**config.mk**
```make
export PLATFORM = sky130hd
export DESIGN_NAME = uart_packet_rx
export DESIGN_NICKNAME = d
export VERILOG_FILES = /design/src/rtl/uart_pkg.sv /design/src/rtl/uart_byte_rx.sv /design/src/rtl/uart_packet_rx.sv
export SDC_FILE = /design/constraint.sdc
export NUM_CORES = 1
export LEC_CHECK = 0
export ABC_AREA = 1
export CAP_MARGIN = 40
export CORE_MARGIN = 4
export CORE_UTILIZATION = 45
export DETAILED_ROUTE_END_ITERATION = 12
export PLACE_DENSITY_LB_ADDON = 0.2
export SYNTH_ARGS = -nofsm -noshare
export SYNTH_HDL_FRONTEND = slang
export SYNTH_SLANG_ARGS = --single-unit
```
**constraint.sdc**
```tcl
create_clock -name clk -period 3.7 [get_ports clk]
set_clock_uncertainty 0.2 [all_clocks]
set_input_delay 0.74 -clock clk [delete_from_list [all_inputs] [get_ports clk]]
set_output_delay 0.74 -clock clk [all_outputs]
set_load 0.005 [all_outputs]
```
**src/rtl/uart_pkg.sv**
```systemverilog
// Shared definitions for the byte-serial packet link.
// Used by both the receiver and packet_sender.
package uart_pkg;

    localparam int BYTE_W = 8;
    localparam int DEF_CLKS_PER_BIT = 104;

    typedef enum logic [2:0] {
        IDLE,
        START,
        DATA,
        STOP,
        BREAK
    } rx_state_t;

endpackage

```
**src/rtl/uart_byte_rx.sv**
```systemverilog
// 8N1 byte deserialiser with synchroniser and break handling.
// Strobes fire in the cycle of the stop-bit sample.
module uart_byte_rx
    import uart_pkg::*;
#(
    parameter int CLKS_PER_BIT = DEF_CLKS_PER_BIT
) (
    input  logic              clk,
    input  logic              rst_n,
    input  logic              enable,
    input  logic              rxd,
    output logic [BYTE_W-1:0] data,
    output logic              byte_valid,
    output logic              frame_err,
    output logic              idle
);

    localparam int TW = $clog2(CLKS_PER_BIT + 1);
    localparam logic [TW-1:0] T_HALF = TW'(CLKS_PER_BIT / 2 - 1);
    localparam logic [TW-1:0] T_FULL = TW'(CLKS_PER_BIT - 1);

    logic              rs_meta;
    logic              rs;
    rx_state_t         state;
    logic [TW-1:0]     timer;
    logic [2:0]        bit_idx;
    logic [BYTE_W-1:0] shifter;
    logic              stop_tick;

    assign stop_tick  = (state == STOP) && (timer == T_FULL);
    assign byte_valid = stop_tick && rs;
    assign frame_err  = stop_tick && !rs;
    assign idle       = (state == IDLE);
    assign data       = shifter;

    // Two-flop synchroniser, idles high.
    always_ff @(posedge clk or negedge rst_n) begin
        if (!rst_n) begin
            rs_meta <= 1'b1;
            rs      <= 1'b1;
        end else begin
            rs_meta <= rxd;
            rs      <= rs_meta;
        end
    end

    // Bit timing and framing state machine.
    always_ff @(posedge clk or negedge rst_n) begin
        if (!rst_n) begin
            state   <= IDLE;
            timer   <= '0;
            bit_idx <= '0;
            shifter <= '0;
        end else begin
            unique case (state)
                IDLE: begin
                    timer <= '0;
                    if (enable && !rs) begin
                        state <= START;
                    end
                end
                START: begin
                    if (timer == T_HALF) begin
                        timer   <= '0;
                        bit_idx <= '0;
                        state   <= rs ? IDLE : DATA;
                    end else begin
                        timer <= timer + 1'b1;
                    end
                end
                DATA: begin
                    if (timer == T_FULL) begin
                        timer   <= '0;
                        shifter <= {rs, shifter[BYTE_W-1:1]};
                        if (bit_idx == 3'd7) begin
                            state <= STOP;
                        end else begin
                            bit_idx <= bit_idx + 1'b1;
                        end
                    end else begin
                        timer <= timer + 1'b1;
                    end
                end
                STOP: begin
                    if (timer == T_FULL) begin
                        timer <= '0;
                        state <= rs ? IDLE : BREAK;
                    end else begin
                        timer <= timer + 1'b1;
                    end
                end
                BREAK: begin
                    timer <= '0;
                    if (rs) begin
                        state <= IDLE;
                    end
                end
                default: begin
                    state <= IDLE;
                    timer <= '0;
                end
            endcase
        end
    end

endmodule

```
**src/rtl/uart_packet_rx.sv**
```systemverilog
// Packet assembler on top of the byte deserialiser.
// Adds slot counting, inter-byte timeout and the ready strobe.
module uart_packet_rx
    import uart_pkg::*;
#(
    parameter int PACKET_SIZE  = 4,
    parameter int CLKS_PER_BIT = DEF_CLKS_PER_BIT,
    parameter int TIMEOUT_CLKS = 10 * CLKS_PER_BIT * 4
) (
    input  logic                          clk,
    input  logic                          rst_n,
    input  logic                          enable,
    input  logic                          rxd,
    output logic [BYTE_W*PACKET_SIZE-1:0] packet,
    output logic                          ready,
    output logic                          frame_err,
    output logic                          busy
);

    localparam int PW = BYTE_W * PACKET_SIZE;
    localparam int CW = $clog2(PACKET_SIZE + 1);
    localparam int IW = $clog2(TIMEOUT_CLKS + 1);
    localparam logic [CW-1:0] C_LAST = CW'(PACKET_SIZE - 1);
    localparam logic [IW-1:0] I_LAST = IW'(TIMEOUT_CLKS - 1);

    logic [BYTE_W-1:0] data;
    logic              byte_valid;
    logic              byte_err;
    logic              rx_idle;
    logic [CW-1:0]     byte_cnt;
    logic [IW-1:0]     idle_cnt;
    logic [PW-1:0]     assembly;
    logic [PW-1:0]     asm_next;

    uart_byte_rx #(
        .CLKS_PER_BIT(CLKS_PER_BIT)
    ) u_byte_rx (
        .clk       (clk),
        .rst_n     (rst_n),
        .enable    (enable),
        .rxd       (rxd),
        .data      (data),
        .byte_valid(byte_valid),
        .frame_err (byte_err),
        .idle      (rx_idle)
    );

    assign busy = !rx_idle || (byte_cnt != '0);

    // Assembly register with the incoming byte dropped into its slot.
    always_comb begin
        asm_next = assembly;
        asm_next[int'(byte_cnt)*BYTE_W +: BYTE_W] = data;
    end

    // Slot counting, packet hand-off, error strobe and timeout.
    always_ff @(posedge clk or negedge rst_n) begin
        if (!rst_n) begin
            assembly  <= '0;
            packet    <= '0;
            ready     <= 1'b0;
            frame_err <= 1'b0;
            byte_cnt  <= '0;
            idle_cnt  <= '0;
        end else begin
            ready     <= 1'b0;
            frame_err <= 1'b0;
            idle_cnt  <= '0;
            if (byte_valid) begin
                assembly <= asm_next;
                if (byte_cnt == C_LAST) begin
                    packet   <= asm_next;
                    ready    <= 1'b1;
                    byte_cnt <= '0;
                end else begin
                    byte_cnt <= byte_cnt + 1'b1;
                end
            end else if (byte_err) begin
                frame_err <= 1'b1;
                byte_cnt  <= '0;
            end else if (rx_idle && byte_cnt != '0) begin
                if (idle_cnt == I_LAST) begin
                    byte_cnt <= '0;
                end else begin
                    idle_cnt <= idle_cnt + 1'b1;
                end
            end
        end
    end

endmodule

```
== Yosys cells after proc, flatten, opt, wreduce, memory -nomap -nowiden ==
Cells that the tools add are included.
Word-level totals
  bits in registers: 105
  memories: 0
  latch bits: 0
  memory bits (writable): 0
  bits in read-only memories: 0
  word-level logic and storage cells: 84
Cells by class
  bitwise logic cells: 0
  shift-type cells: 2
  equal/unequal tests: 16
  magnitude comparators: 0
  reductions and logical operators: 19
  div/mod/pow operators: 0
  $add $sub $neg: 5
  multipliers: 0
  muxes and demuxes: 30
Operator list (number)
  2-to-1 mux 13 bit: 4
  2-to-1 mux 3 bit: 15
  negation 6 -> 33 bit: 1
  variable shift 8 x 33 -> 32 bit, first input constant: 1
  indexed part select 8 x 33 -> 32 bit: 1
  bitwise mux 32 bit: 1
  case mux 3 bit (5 select lines): 1
  2-to-1 mux 7 bit: 2
  case mux 7 bit (2 select lines): 1
  adder 13 x 1 -> 13 bit, second input constant: 1
  == test 13 bit, second input constant: 1
  != test 2 x 1 -> 1 bit, second input constant: 5
  == test 3 x 2 -> 1 bit, second input constant: 3
  nonzero test 3 bit: 3
  adder 7 x 1 -> 7 bit, second input constant: 1
  == test 7 x 6 -> 1 bit, second input constant: 1
  == test 7 bit, second input constant: 1
  adder 3 x 1 -> 3 bit, second input constant: 2
  == test 3 bit, second input constant: 2
  case mux 3 bit (2 select lines): 1
  AND reduction 2 bit: 3
  AND reduction 6 bit: 1
  logical AND 1 bit: 5
  2-to-1 mux 1 bit: 4
  9 further kinds: 11

== Depth between registers and ports, before layout ==
Gate-level depths: netlist of the first run.
  depth in word-level cells: 5
  depth in mapped cells: 11
  gate-level depth less buffers: 11

== Modules after synthesis ==
From an unflattened synthesis of the first run, not the netlist that was laid out.
Second synthesis, totals
  cells, all modules: 629
  area total of the unflattened synthesis: 5083.6 µm²
Modules (own cells, without submodules)
  uart_packet_rx: instances 1, area an instance 3935.0 µm², cells an instance 498, sequential area each 2052.0 µm²
  uart_byte_rx: instances 1, area an instance 1148.6 µm², cells an instance 131, sequential area each 578.1 µm²

== Least setup slack after synthesis of the first run ==
Ideal clock, no wire load.
  kind: register to register
  start point: register byte_cnt[0]
  end point: register packet[1]
  stages on the path, launching flop included: 10
  library setup time: 0.065 ns
  arrival: 1.749 ns
  path buffers: 1
  slack: 1.686 ns
  path through: dfrtp_1 inv_2 ha_1 ha_1 nor2_1 nand3_1 clkbuf_1 o21ai_0 nand3_1 nand2_1
On the way
  cells in the longest elaborated chain, start to end: 3
  elaborated cells between the ends (all ways): 6
Ends and longest elaborated chain
  start, declared: RTL line uart_packet_rx.sv:30  | logic [CW-1:0] byte_cnt;
  start signal, assigned: RTL line uart_packet_rx.sv:76  | byte_cnt <= byte_cnt + 1'b1;
  negation 6 -> 33 bit: RTL line uart_packet_rx.sv:53  | asm_next[int'(byte_cnt)*BYTE_W +: BYTE_W] = data;
  indexed part select 8 x 33 -> 32 bit or variable shift 8 x 33 -> 32 bit (tied branches): RTL line uart_packet_rx.sv:53
  bitwise mux 32 bit: RTL line uart_packet_rx.sv:53
  end signal, assigned: RTL line uart_packet_rx.sv:72  | packet <= asm_next;
  end, declared: RTL line uart_packet_rx.sv:14  | output logic [BYTE_W*PACKET_SIZE-1:0] packet,
Parallel ways exist; a longest one is shown, timed or not.
A chain may end at the register's enable or synchronous reset.

== Final worst setup path of the first run ==
  start point: register byte_cnt[0]
  end point: output busy
On the way
  cells in the longest elaborated chain, start to end: 2
Ends and longest elaborated chain
  nonzero test 3 bit: RTL line uart_packet_rx.sv:48  | assign busy = !rx_idle || (byte_cnt != '0);
  logical OR 1 bit: RTL line uart_packet_rx.sv:48
  end, declared: RTL line uart_packet_rx.sv:17  | output logic busy
No other way between the ends.

==> flow_summary_export.csv, run 1 <==
group,metric,value,unit
logic_synthesis,synthCells,626,
global_route,global_route.overflow_total,0,
global_route,grt_pass1_vias,3974,
sta,slew_viol_final,0,
logic_synthesis,synth_most_common_cell,"nand2_1",
place,dp_hpwl,7350,µm
clock_tree,ctsResizeCount,0,
logic_synthesis,synth_top_area_cell,"dfrtp_1",
worst_setup_path,endpoint_kind,"output pin",
route,finalWirelength,10700,µm
clock_tree,clkSinkCount,105,
global_route,track_usage,0.180,
finish,antenna-diode-count,0,
place,port_buffers,38,
route,viasPerCell,5.05,
die,coreArea,0.0108,mm²
place,gp_congestion,0.773,
power_and_ir_drop,powerDensity,399,mW/mm²
power_and_ir_drop,peakVddDrop,279,µV
clock_tree,ctsLongestPathBuffers,2,
logic_synthesis,ys_seq_elements,105,
place,dp_cells,787,
finish,layout.cells.non_filler,803,
die,rows,38,
worst_setup_path,cp.required,2760,ps
die,die_area,0.0128,mm²
worst_setup_path,path_max_fanout,5,
logic_synthesis,syn_area_per_cell,7.95,µm²
sta,tns,0,ps
logic_synthesis,synthArstFlopShare,1.00,
logic_synthesis,synthTopCellsByCount,"nand2_1, dfrtp_1, o21ai_0",
finish,area_growth,14.2,%
route,dr.pass1.iters,4,
worst_setup_path,cp-start-kind,"register",
finish,drive_gt1_frac,0.0528,
place,post_dp_cell_area,0.00544,mm²
finish,final_core_util,0.525,
logic_synthesis,syn_area,0.00498,mm²
sta,setup_viol,0,
power_and_ir_drop,p_leak,2.85,nW
clock_tree,h-tree-depth,3,
logic_synthesis,synth_cell_types,25,
global_route,grt_first_pass_wirelength,18700,µm
clock_tree,cts_root_buffer,"clkbuf_8",
clock_tree,path_clk_slew,90,ps
sta,worst_slew_pin_slew,657,ps
global_route,grt_max_degree,52,
logic_synthesis,synth_top_area_share,0.518,
worst_setup_path,critPathKind,"reg -> out",
route,wl_per_cell,13.4,µm
sta,rsz0062_at_grt,"no",
sta,relSlewSlack,0.562,
die,ios,39,
logic_synthesis,ys.flop_type,"dfrtp_1",
sta,post-route-period-util,0.764,
route,drc_errors,0,
hold_path,worst_hold_path_type,"reg -> reg",
clock_tree,numCtsBuffers,9,
sta,clock.fmax,354,MHz
clock_tree,cts_setup_buffers,0,
logic_synthesis,synth_nets,637,
finish,nNetsFinal,669,
die,die_y,113,µm
logic_synthesis,synth-edff-count,0,
die,dieWidth,113,µm
sta,period_minus_slack,2830,ps
clock_tree,clock_latency,370,ps
die,start_util,0.459,
clock_tree,cts_tree,"yes",
finish,final_area,0.00569,mm²
route,drt_iter0_markers,278,
job,maxCapViolCount,0,
route,via_count,4059,
worst_setup_path,arrival,1890,ps
logic_synthesis,synth-warning-count,0,
global_route,antenna_found_initial,0,
outcome,outcome,"completed",
route,antenna_left,0,
clock_tree,holdBufCountCts,0,
logic_synthesis,synth-seq-area-share,0.528,
logic_synthesis,synth.area.top_cells,"dfrtp_1, nand2_1, o21ai_0",
sta,final_hold_viol_count,0,
finish,num-fill-cells,1063,
-- cells in the final DEF (no fill, tap or decap), types with 2 or more instances in the layout --
cell type | synthesis | layout
a21oi_1 | 2 | 2
buf_4 | 0 | 7
bufinv_16 | 0 | 3
clkbuf_8 | 0 | 10
clkdlybuf4s50_1 | 0 | 37
clkinv_1 | 2 | 2
dfrtp_1 | 103 | 103
dfstp_2 | 2 | 2
ha_1 | 7 | 7
inv_1 | 38 | 38
inv_6 | 0 | 2
nand2_1 | 240 | 240
nand2_2 | 2 | 2
nand3_1 | 61 | 61
nand4_1 | 5 | 5
nor2_1 | 48 | 47
nor2_2 | 2 | 3
nor2_4 | 2 | 2
nor3_1 | 9 | 9
o21ai_0 | 66 | 66
o21bai_1 | 2 | 2
xnor2_1 | 4 | 4
xor2_1 | 4 | 4
-- layout make-up --
cell class	count	area (µm²)	share of cell area
clock buffers	10	138	0.0242
clock inverters	6	113	0.0198
inverters	41	154	0.0271
multi-input cells	457	2060	0.361
flip-flops and latches	105	2630	0.462
well taps	140	175	0.0308
repair buffers	44	423	0.0744
-- sequential cells by signal (all words and copies together), names as in the netlist --
| name | flops |
|---|---|
| assembly | 32 |
| packet | 32 |
| idle_cnt | 13 |
| u_byte_rx.data | 8 |
| u_byte_rx.timer | 7 |
| byte_cnt | 3 |
| u_byte_rx.bit_idx | 3 |
| u_byte_rx.state | 3 |
| frame_err | 1 |
| ready | 1 |
| u_byte_rx.rs | 1 |
| u_byte_rx.rs_meta | 1 |
-- power by group --
part	switching [mW]	total, mW	internal [mW]
clock	0.388	0.859	0.471
sequential	0.0281	1.20	1.17
combinational	0.138	0.207	0.0692
total	0.554	2.27	1.71
-- critical path, cell delays in order, from the launching register on --
cell and delay, ps:
dfrtp_1 460, inv_2 80, ha_1 200, ha_1 190
nand2_1 90, clkdlybuf4s50_1 500
-- worst paths after layout --
check                                             start                           to  slack [ps]  cells after the start
setup / recovery                byte_cnt[0]$_DFFE_PN0P_                         busy         870                      5
hold / removal              u_byte_rx.rs_meta$_DFF_PN1_       u_byte_rx.rs$_DFF_PN1_         160                      0
setup reg to reg           u_byte_rx.timer[0]$_DFF_PN0_        packet[4]$_DFFE_PN0P_         890                      8
hold reg to reg             u_byte_rx.rs_meta$_DFF_PN1_       u_byte_rx.rs$_DFF_PN1_         160                      0
max in group asynchronous                         rst_n  u_byte_rx.rs_meta$_DFF_PN1_        2320                      2
min in group asynchronous                         rst_n        idle_cnt[5]$_DFF_PN0_         200                      1
-- metal layers --
| layer | part of all wire | up-vias | track usage |
|---|---|---|---|
| li1 | - | 2061 | - |
| met4 | 0.019 | 0 | 0.0641 |
| met5 | 0 | - | 0 |
| met2 | 0.46 | 66 | 0.284 |
| met3 | 0.032 | 15 | 0.0433 |
| met1 | 0.49 | 1917 | 0.242 |
-- kinds of logic (layout without fill, tap and decap cells) --
kind of cell	Yosys count	count (layout)	synth area share
and+or+nand+nor	371	371	0.308
DFF	105	105	0.528
AOI/OAI and AO/OA	71	71	0.0726
buffers and inverters	64	101	0.0595
xor gates and xnor gates	8	8	0.0141
adders and majority gates	7	7	0.0176
-- stage by stage --
stage | total power, mW | hold WS (ps) | worst slack, ps
2_1_floorplan | 1.35 | 145 | 1690
3_3_place_gp | 1.43 | 148 | 942
3_5_place_dp | 1.43 | 149 | 849
4_1_cts | 2.30 | 164 | 824
5_1_grt | 2.38 | 166 | 528
6_report | 2.27 | 162 | 874
Power figures use the tool's default switching activity.
==> run 2, diff against run 1 <==
==> constraint.sdc (replaced) <==
create_clock -name clk -period 2.8 [get_ports clk]
set_clock_uncertainty 0.2 [all_clocks]
set_input_delay 0.56 -clock clk [delete_from_list [all_inputs] [get_ports clk]]
set_output_delay 0.56 -clock clk [all_outputs]
set_load 0.005 [all_outputs]
==> flow_summary_export.csv, run 2 (synthesized netlist as in run 1, its figures left out) <==
group,metric,value,unit
global_route,global_route.overflow_total,0,
finish,antenna-diode-count,0,
clock_tree,ctsResizeCount,0,
finish,area_growth,14.1,%
clock_tree,cts_root_buffer,"clkbuf_8",
global_route,track_usage,0.187,
finish,nNetsFinal,672,
clock_tree,ctsLongestPathBuffers,2,
sta,holdWs,162,ps
sta,final_hold_viol_count,0,
finish,layout.cells.non_filler,806,
power_and_ir_drop,peakVddDrop,235,µV
route,wl_per_cell,13.9,µm
sta,period_minus_slack,2630,ps
finish,layout_commonest_cell,"nand2_1",
die,start_util,0.459,
sta,worst_slew_pin_slew,698,ps
worst_setup_path,cp-start-kind,"register",
global_route,antenna_found_initial,0,
sta,slew_viol_final,0,
clock_tree,h-tree-depth,3,
route,drc_errors,0,
finish,drive_gt1_frac,0.0541,
hold_path,worst_hold_path_type,"reg -> reg",
outcome,outcome,"completed",
global_route,grt_max_degree,68,
finish,num-fill-cells,1051,
route,dr.pass1.iters,5,
route,finalWirelength,11200,µm
route,antenna_left,0,
route,via_count,4112,
global_route,grt_first_pass_wirelength,19300,µm
finish,reg_top3,"assembly (32), packet (32), idle_cnt (13)",
sta,relSlewSlack,0.533,
route,viasPerCell,5.10,
worst_setup_path,critPathKind,"reg -> out",
clock_tree,path_clk_slew,100,ps
finish,final_cell_mix,"nand2_1, dfrtp_1, o21ai_0",
sta,setup_viol,0,
place,dp_cells,789,
power_and_ir_drop,finalPower,2.81,mW
power_and_ir_drop,powerDensity,495,mW/mm²
worst_setup_path,cpPeakStageDelay,510,ps
worst_setup_path,endpoint_kind,"output pin",
die,die_y,113,µm
worst_setup_path,path_max_fanout,5,
worst_setup_path,cp.required,2040,ps
clock_tree,cts_tree,"yes",
place,gp_congestion,0.827,
clock_tree,clock_latency,380,ps
route,drt_iter0_markers,292,
worst_setup_path,arrival,1870,ps
sta,tns,0,ps
place,dp_hpwl,7440,µm
die,ios,39,
sta,post-route-period-util,0.941,
die,dieWidth,113,µm
power_and_ir_drop,p_leak,2.83,nW
clock_tree,cts_setup_buffers,0,
worst_setup_path,crit_chain,"inv_2 -> ha_1 -> ha_1 -> nand2_1 -> clkdlybuf4s50_1",
clock_tree,numCtsBuffers,9,
job,maxCapViolCount,0,
die,coreArea,0.0108,mm²
place,port_buffers,38,
worst_setup_path,crit_top_cell,"ha_1",
global_route,grt_pass1_vias,3982,
clock_tree,clkSinkCount,105,
sta,rsz0062_at_grt,"no",
die,die_area,0.0128,mm²
sta,clock.fmax,380,MHz
die,rows,38,
worst_setup_path,crit_slowest_cell,"clkdlybuf4s50_1",
[run 2: cell types whose count changed in the layout (fill, tap and decap cells not counted)]
cell           delta
bufinv_16         -2
clkinv_2          -1
clkinv_4          +1
dlygate4sd3_1     +1
clkbuf_1          +1
clkinvlp_4        +4
clkbuf_8          -1
buf_12            +2
inv_6             -2
[run 2: layout make-up]
type	instances	area, µm²	area share
Inverter	41	154	0.0271
Sequential cell	105	2630	0.463
Timing Repair Buffer	47	473	0.0832
Multi-Input combinational cell	457	2060	0.362
Tap cell	140	175	0.0308
Clock inverter	6	68.8	0.0121
Clock buffer	10	128	0.0225
[run 2: critical path, delay by kind of cell (launching register included)]
| kind | cells | cell delay [ps] |
|---|---|---|
| fa+ha+maj | 2 | 400 |
| simple gates | 1 | 80 |
| flops | 1 | 430 |
| buf+inv | 2 | 580 |
[run 2: metal layers]
metal	GRT usage	wire length, µm	vias up
met2	0.301	5180	75
li1	-	-	2063
met1	0.259	5430	1962
met3	0.0262	395	12
met5	0	0	-
met4	0.0705	176	0
[run 2: worst paths after layout]
kind,startpoint,end,slack (ps),cells after the start
min reg2reg,u_byte_rx.rs_meta$_DFF_PN1_,u_byte_rx.rs$_DFF_PN1_,160,0
max,byte_cnt[0]$_DFFE_PN0P_,busy,170,5
min,u_byte_rx.rs_meta$_DFF_PN1_,u_byte_rx.rs$_DFF_PN1_,160,0
max reg2reg,byte_cnt[0]$_DFFE_PN0P_,packet[4]$_DFFE_PN0P_,390,8
max in group asynchronous,rst_n,u_byte_rx.rs$_DFF_PN1_,1160,3
min in group asynchronous,rst_n,idle_cnt[12]$_DFF_PN0_,510,2
[run 2: power by group]
part           switching (mW)  internal, mW  total (mW)
clock                   0.539         0.415       0.954
combinational           0.181        0.0932       0.274
sequential             0.0373          1.55        1.59
[run 2: metrics by stage]
stage | area, µm² | setup slack, ps | util
floorplan | 4980 | 786 | -
global placement | 5480 | 535 | 0.505
detailed placement | 5480 | 436 | 0.505
CTS | 5680 | 143 | 0.524
global route | 5680 | 80.4 | 0.524
finish | 5680 | 166 | 0.524
[run 2: repair_timing]
action                                 in CTS  in global routing
endpoints found under the hold margin      39                  0
hold buffers                                1                  0
setup endpoints to repair                   0                  0
